File: src/rtl/lzc_pkg.sv
// lzc_pkg: shared constants and helpers for the leading-zero normaliser
package lzc_pkg;
  localparam int NIB_W = 4;
  function automatic int clog2_w(input int width);
    for (int r = 0; r < 32; r++)
      if ((1 << r) >= width + 1) return r;
    return 32;
  endfunction
  function automatic logic [2:0] nib_count(input logic [3:0] n);
    return n[3] ? 3'b000 : n[2] ? 3'b001 : n[1] ? 3'b010 : n[0] ? 3'b011 : 3'b100;
  endfunction
endpackage

File: src/rtl/lzc_nibble.sv
// lzc_nibble: leading-zero count and zero flag of one 4-bit nibble
module lzc_nibble
  import lzc_pkg::*;
(
  input  logic [NIB_W-1:0] nib,
  output logic [1:0]       count,
  output logic             zero
);
  assign {zero, count} = nib_count(nib);
endmodule

File: src/rtl/lzc_norm_pipe.sv
// lzc_norm_pipe: two-stage leading-zero counter and left normaliser with valid/ready
module lzc_norm_pipe
  import lzc_pkg::*;
#(
  parameter  int WIDTH = 24,
  parameter  int TAG_W = 10,
  localparam int CW    = clog2_w(WIDTH)
) (
  input  logic             clk,
  input  logic             rst_n,
  input  logic             in_valid,
  output logic             in_ready,
  input  logic [WIDTH-1:0] in_data,
  input  logic [TAG_W-1:0] in_tag,
  output logic             out_valid,
  input  logic             out_ready,
  output logic [CW-1:0]    out_count,
  output logic             out_zero,
  output logic [WIDTH-1:0] out_norm,
  output logic [TAG_W-1:0] out_tag
);
  localparam int N = WIDTH / NIB_W;
  logic               s1_valid_q, s1_valid_d;
  logic [WIDTH-1:0]   s1_data_q, s1_data_d;
  logic [TAG_W-1:0]   s1_tag_q, s1_tag_d;
  logic [N-1:0][1:0]  s1_cnt_q, s1_cnt_d, nib_cnt;
  logic [N-1:0]       s1_zero_q, s1_zero_d, nib_zero;
  logic               out_valid_q, out_valid_d;
  logic [CW-1:0]      out_count_q, out_count_d, sel_cnt;
  logic               out_zero_q, out_zero_d;
  logic [WIDTH-1:0]   out_norm_q, out_norm_d;
  logic [TAG_W-1:0]   out_tag_q, out_tag_d;
  logic               s1_adv, s2_adv, in_acc, s2_ld;
  // nibble 0 is the most significant nibble
  for (genvar g = 0; g < N; g++) begin : g_nib
    lzc_nibble u_nib (
      .nib  (in_data[WIDTH-1-NIB_W*g -: NIB_W]),
      .count(nib_cnt[g]),
      .zero (nib_zero[g])
    );
  end
  assign s2_adv   = ~out_valid_q | out_ready;
  assign s1_adv   = ~s1_valid_q | s2_adv;
  assign in_ready = s1_adv;
  assign in_acc   = in_valid & s1_adv;
  assign s2_ld    = s2_adv & s1_valid_q;
  always_comb begin
    sel_cnt = CW'(WIDTH);
    for (int i = N - 1; i >= 0; i--)
      if (!s1_zero_q[i]) sel_cnt = CW'(NIB_W * i) + CW'(s1_cnt_q[i]);
    s1_valid_d  = s1_adv ? in_valid : s1_valid_q;
    s1_data_d   = in_acc ? in_data : s1_data_q;
    s1_tag_d    = in_acc ? in_tag : s1_tag_q;
    s1_cnt_d    = in_acc ? nib_cnt : s1_cnt_q;
    s1_zero_d   = in_acc ? nib_zero : s1_zero_q;
    out_valid_d = s2_adv ? s1_valid_q : out_valid_q;
    out_count_d = s2_ld ? sel_cnt : out_count_q;
    out_zero_d  = s2_ld ? &s1_zero_q : out_zero_q;
    out_norm_d  = s2_ld ? s1_data_q << sel_cnt : out_norm_q;
    out_tag_d   = s2_ld ? s1_tag_q : out_tag_q;
  end
  always_ff @(posedge clk or negedge rst_n) begin
    if (!rst_n) begin
      s1_valid_q  <= 1'b0;
      s1_data_q   <= '0;
      s1_tag_q    <= '0;
      s1_cnt_q    <= '0;
      s1_zero_q   <= '0;
      out_valid_q <= 1'b0;
      out_count_q <= '0;
      out_zero_q  <= 1'b0;
      out_norm_q  <= '0;
      out_tag_q   <= '0;
    end else begin
      s1_valid_q  <= s1_valid_d;
      s1_data_q   <= s1_data_d;
      s1_tag_q    <= s1_tag_d;
      s1_cnt_q    <= s1_cnt_d;
      s1_zero_q   <= s1_zero_d;
      out_valid_q <= out_valid_d;
      out_count_q <= out_count_d;
      out_zero_q  <= out_zero_d;
      out_norm_q  <= out_norm_d;
      out_tag_q   <= out_tag_d;
    end
  end
  assign out_valid = out_valid_q;
  assign out_count = out_count_q;
  assign out_zero  = out_zero_q;
  assign out_norm  = out_norm_q;
  assign out_tag   = out_tag_q;
endmodule
File: config.mk
export PLATFORM = sky130hd
export DESIGN_NAME = lzc_norm_pipe
export DESIGN_NICKNAME = d
export VERILOG_FILES = /design/src/rtl/lzc_pkg.sv /design/src/rtl/lzc_nibble.sv /design/src/rtl/lzc_norm_pipe.sv
export SDC_FILE = /design/constraint.sdc
export NUM_CORES = 1
export LEC_CHECK = 0
export ABC_AREA = 1
export BUFFER_PORTS_ARGS = -buffer_cell sky130_fd_sc_hd__buf_2
export CAP_MARGIN = 0
export CORE_UTILIZATION = 45
export DETAILED_ROUTE_END_ITERATION = 16
export GPL_TIMING_DRIVEN = 0
export PLACE_DENSITY = 0.68
export SLEW_MARGIN = 10
export SYNTH_ARGS = -nofsm -noshare
export SYNTH_HDL_FRONTEND = slang
export SYNTH_SLANG_ARGS = --single-unit
File: constraint.sdc
create_clock -name clk -period 2.3 [get_ports clk]
set_input_delay 0.69 -clock clk [delete_from_list [all_inputs] [get_ports clk]]
set_output_delay 0.69 -clock clk [all_outputs]
set_load 0.005 [all_outputs]
Word-level counts from Yosys, hierarchy flattened

Index checks and enable logic that the tools add are counted.

Register bits: 94
Bits of input ports: 38
Logic and storage cells: 58

Add/subtract/negate cells: 5
Shift-type cells: 1
Bitwise logic cells: 6
Muxes and demuxes: 30
Reductions and logical operators: 1

Operators by type and width:

| operator                                    | number |
|---|---|
| 2-to-1 mux 3 bit                            | 24 |
| 2-to-1 mux 5 bit                            | 6 |
| << shifter 24 x 5 -> 24 bit                 | 1 |
| adder 4 x 2 -> 5 bit (first input constant) | 2 |
| adder 5 x 2 -> 5 bit (first input constant) | 2 |
| AND reduction 6 bit                         | 1 |
| adder 3 x 2 -> 4 bit (first input constant) | 1 |
| bitwise AND 1 bit                           | 2 |
| NOT 1 bit                                   | 2 |
| bitwise OR 1 bit                            | 2 |

Logic depth before layout (Yosys ltp)

Depth in word-level cells: 8
Depth in mapped cells: 16

Hierarchy

Synthesis repeated with hierarchy kept, for this count alone.

Cells, all modules: 669
Area total of the unflattened synthesis: 5028.6 µm²

Modules (own cells, without submodules):

| module        | area each (µm²) | sequential area each (µm²) | cells an instance | instances |
|---|---|---|---|---|
| lzc_norm_pipe | 4818.4          | 2352.3                     | 621               | 1 |
| lzc_nibble    | 35.0            | 0.0                        | 8                 | 6 |

Least setup slack after synthesis

No wires, ideal clock.

Path kind: input to register
From: input out_ready
To: register out_norm_q[4] (netlist: out_norm[4])
Arrival: 1.782 ns
Data required time: 2.235 ns
Cell stages on the path: 7
Slack: 0.453 ns
Cells stage by stage: inv_1 nand2_1 nand2_1 nor2_1 clkbuf_1 nand3_1 nand2_1

Word-level cells in the longest chain between the ends: 2

RTL lines:

| what                 | line                | RTL |
|---|---|---|
| from (decl)          | lzc_norm_pipe.sv:16 | `input logic out_ready,` |
| bitwise OR 1 bit     | lzc_norm_pipe.sv:42 | `assign s2_adv = ~out_valid_q \| out_ready;` |
| bitwise AND 1 bit    | lzc_norm_pipe.sv:46 | `assign s2_ld = s2_adv & s1_valid_q;` |
| to (signal assigned) | lzc_norm_pipe.sv:83 | `out_norm_q <= out_norm_d;` |
| to (decl)            | lzc_norm_pipe.sv:31 | `logic [WIDTH-1:0] out_norm_q, out_norm_d;` |

No other way between the ends.
A chain may end at the register's enable or synchronous reset.

Final worst setup path

From: register s1_zero_q[4]
To: register out_norm_q[23] (netlist: out_norm[23])

Word-level cells in the longest chain between the ends: 6

RTL lines:

| what                          | line                | RTL |
|---|---|---|
| from (decl)                   | lzc_norm_pipe.sv:27 | `logic [N-1:0] s1_zero_q, s1_zero_d, nib_zero;` |
| from (signal assigned)        | lzc_norm_pipe.sv:79 | `s1_zero_q <= s1_zero_d;` |
| 2-to-1 mux 5 bit (5 in a row) | lzc_norm_pipe.sv:50 | `if (!s1_zero_q[i]) sel_cnt = CW'(NIB_W * i) + CW'(s1_cnt_q[i]);` |
| << shifter 24 x 5 -> 24 bit   | lzc_norm_pipe.sv:59 | `out_norm_d = s2_ld ? s1_data_q << sel_cnt : out_norm_q;` |

No other way between the ends.

==> metrics.md <==
| Metric | Value |
|---|---|
| Die width | 107 um |
| H-tree levels | 3 |
| Post-Syn Area | between 0.004 and 0.005 mm2 |
| Number of distinct library cells after synthesis | 26 |
| Sink Count | between 90 and 100 |
| Synthesized instance count | 672 |
| Leak | 3.00 nW |
| Hold Vio Cnt, Final | 0 |
| Row count | 37 |
| Core area | ~0.011 mm2 |
| GR Util All Layers | 0.265 |
| Routed WL per cell | around 15 um |
| Nets@finish | around 800 |
| Clk slew on worst S/H paths | roughly 0.09 ns |
| Synth area leader | dfrtp_1 |
| Crit end category | register |
| Fin. max-slew vios | 0 |
| Crit path launch type | register |
| Net Sw Power | approximately 1.7 mW |
| Pint | 3.00 mW |
| Ys flop type | dfrtp_1 |
| Sequential share of power | 0.461 |
| First-pass GRT wire length | between 20 and 25 mm |
| Slew headroom | 0.525 |
| Post-synth EDFFs | 0 |
| WP data required | between 2 and 3 ns |
| Number of fill cells in the layout | between 1000 and 1500 |
| Buffer count from post-CTS setup fixing | 0 |
| Worst setup path category | register to register |
| Vias in the first global route | around 4700 |
| Tcrit/Tclk final | 0.925 |
| PwrDens | slightly above 800 mW/mm2 |
| Ranking of synthesized cells by area | dfrtp_1 47%, nand2_1 15%, nand3_1 13% |
| CTS tree | done |
| Global route overflow | 0 |
| CP arrival | around 2.4 ns |
| Layout cell share with drive strength beyond 1 | 0.164 |
| Area grow syn2layout | 15.6% |
| Syn nets | 710 |
| Clock power share | 0.212 |
| Avg Inst Size Synth | 7.38 um2 |
| Max Fclk | roughly 0.47 GHz |
| Placed Area | 0.00556 mm2 |
| Comb pwr share | 0.327 |
| Pre-CTS setup slack | -0.175 ns |
| CTS root buf | clkbuf_8 |
| Drc violations | 0 |
| Initial antenna violation count | 0 |
| Minimum clock period | ~2.1 ns |
| TritonCTS Buffers | 9 |
| Vias | 4811 |
| Yosys reg bits | 94 |
| Sequential area share after synthesis | 0.474 |
| Design Area, Final | around 0.0057 mm2 |
| Drt initial violations | between 300 and 400 |
| Worst hold path type | input port to asynchronous set/reset pin |
| Port Buffers | 79 |
| Ant. Diodes | 0 |
| Share of the synthesized area in the top cell type | 0.474 |
| Util after Layout | 0.546 |
| Worst-margin pin slew | about 0.71 ns |
| Final ANT Viol Nets | 0 |
| Max-cap violations | 0 |
| RSZ-0062 raised after global routing | false |
| GPL Wtd Cong | 0.964 |
| Final setup viols | 0 |
| First-pass detailed-route iteration total | 5 |
| Critical path fanouts, max | 10 |
| Fin Clk Skew | roughly 0.0080 ns |
| Ys Warns | 0 |
| I/O pin cnt | 80 |
| Final WL | 14.0 mm |
| PnR worst setup slack | roughly 0.17 ns |
| Largest net degree at the start of global routing | between 60 and 70 |
| Maximum vdd drop | 379 uV |
| Clock tree buffer depth | 2 |
| Post-DR vias/cell | between 5 and 6 |
| Initial core utilization | 0.472 |
| DP HPWL | about 11 mm |
| Asr flop ratio synth | 1.00 |
| Die area | 0.0115 mm2 |
| Die Span Y | 107 um |
| Net Sw Frac | 0.368 |
| Outcome | finished, final reports clean |
| Clock latency on the worst-skew pair | between 0.3 and 0.4 ns |
repair_timing:
action	CTS	global route
gates resized for setup	0	2
hold buffers	0	0
setup endpoints to repair	0	3
worst paths after layout:
check                             startpoint           end  slack [ns]  cells after the start
worst min register to register  out_count[4]  out_count[4]        0.48                      2
worst max register to register  s1_zero_q[4]  out_norm[23]        0.17                     10
min in group clk                out_count[4]  out_count[4]        0.48                      2
worst min-delay path                   rst_n   s1_cnt_q[4]        0.25                      1
worst max-delay path            s1_zero_q[4]  out_norm[23]        0.17                     10
max in group asynchronous              rst_n  out_norm[20]        1.40                      2
cell type report:
cell class	count	area, um2	share of cell area
inverter	66	248	0.0432
clock inverter	6	37.5	0.00655
tap	136	170	0.0297
multi-input combinational	478	2190	0.382
timing repair buffer	80	425	0.0742
clock buffer	10	138	0.0240
sequential	94	2350	0.410
buffer	34	171	0.0299
synthesized netlist by cell type, drive strengths merged (3+ instances only):
cell type	number
nand3	134
clkbuf	19
o21ai	71
dfrtp	94
nand2	208
nand4	3
inv	65
nor2	33
a21oi	18
a22o	5
buf	15
o41ai	5
sequential cells by signal, indices dropped and copies added, names as in the netlist, 5 cells and up:
name and cells:
out_count 5, s1_data_q 24, out_norm 24, s1_cnt_q 12, s1_tag_q 10, s1_zero_q 6
out_tag 10
critical path, cell delays in order (launching register included):
cell      delay (ns)
dfrtp_1         0.41
inv_2           0.07
o21ai_1         0.12
nand2_1         0.07
a21oi_1         0.43
clkbuf_1        0.43
nand3_1         0.13
nand3_1         0.16
nand2_1         0.09
nand2_1         0.06
nand2_1         0.05
power groups by stage:
stage	clock network, mW	logic [mW]	registers [mW]
floorplan	0	0.915	2.22
global placement	0	1.52	2.20
detailed placement	0	1.54	2.22
CTS	1.03	1.55	2.19
global route	1.10	1.77	2.23
finish	1.01	1.55	2.19
per-stage QoR:
stage                     cells  TNS [ns]  power (mW)  hold slack [ns]
after floorplan             672         0        3.13            0.394
final                       904         0        4.75            0.249
after CTS                   904         0        4.77            0.263
after global placement      887    -34.36        3.72            0.456
after detailed placement    888     -3.71        3.76            0.461
after global routing        904         0        5.10            0.274
cell families (layout without fill, tap and decap cells):
logic type / Yosys count / in the layout / synth area share
AO/OA/AOI/OAI: 99 / 99 / 0.111
buffers and inverters: 100 / 196 / 0.0842
flip-flops: 94 / 94 / 0.474
AND/OR/NAND/NOR: 379 / 379 / 0.331
metal layers:
metal	vias to the layer above	global-route usage	share of wire	routed length, um
met5	-	0	0	0
met1	2261	0.363	0.47	6580
met3	26	0.0456	0.047	652
met2	152	0.421	0.46	6400
li1	2372	-	-	-
met4	0	0.103	0.024	332
layout by cell type, fill, tap and decap left out:
cell	instances
inv_2	6
o21ai_1	10
buf_4	4
nor2_1	33
inv_1	59
clkinv_1	1
nand2_8	1
clkinv_2	3
buf_2	85
nand2_1	202
a22o_1	5
nand3_1	133
nand2_2	4
a21oi_1	16
buf_16	1
dfrtp_1	94
o21ai_0	60
clkinvlp_4	3
clkbuf_1	18
a21oi_2	1
clkbuf_8	10
clkbuf_2	1
nand3_2	1
buf_1	2
o21ai_2	1
nand2_4	1
o41ai_1	5
a21oi_4	1
nand3b_1	1
buf_6	3
nand4_1	3
Power figures use the tool's default switching activity.
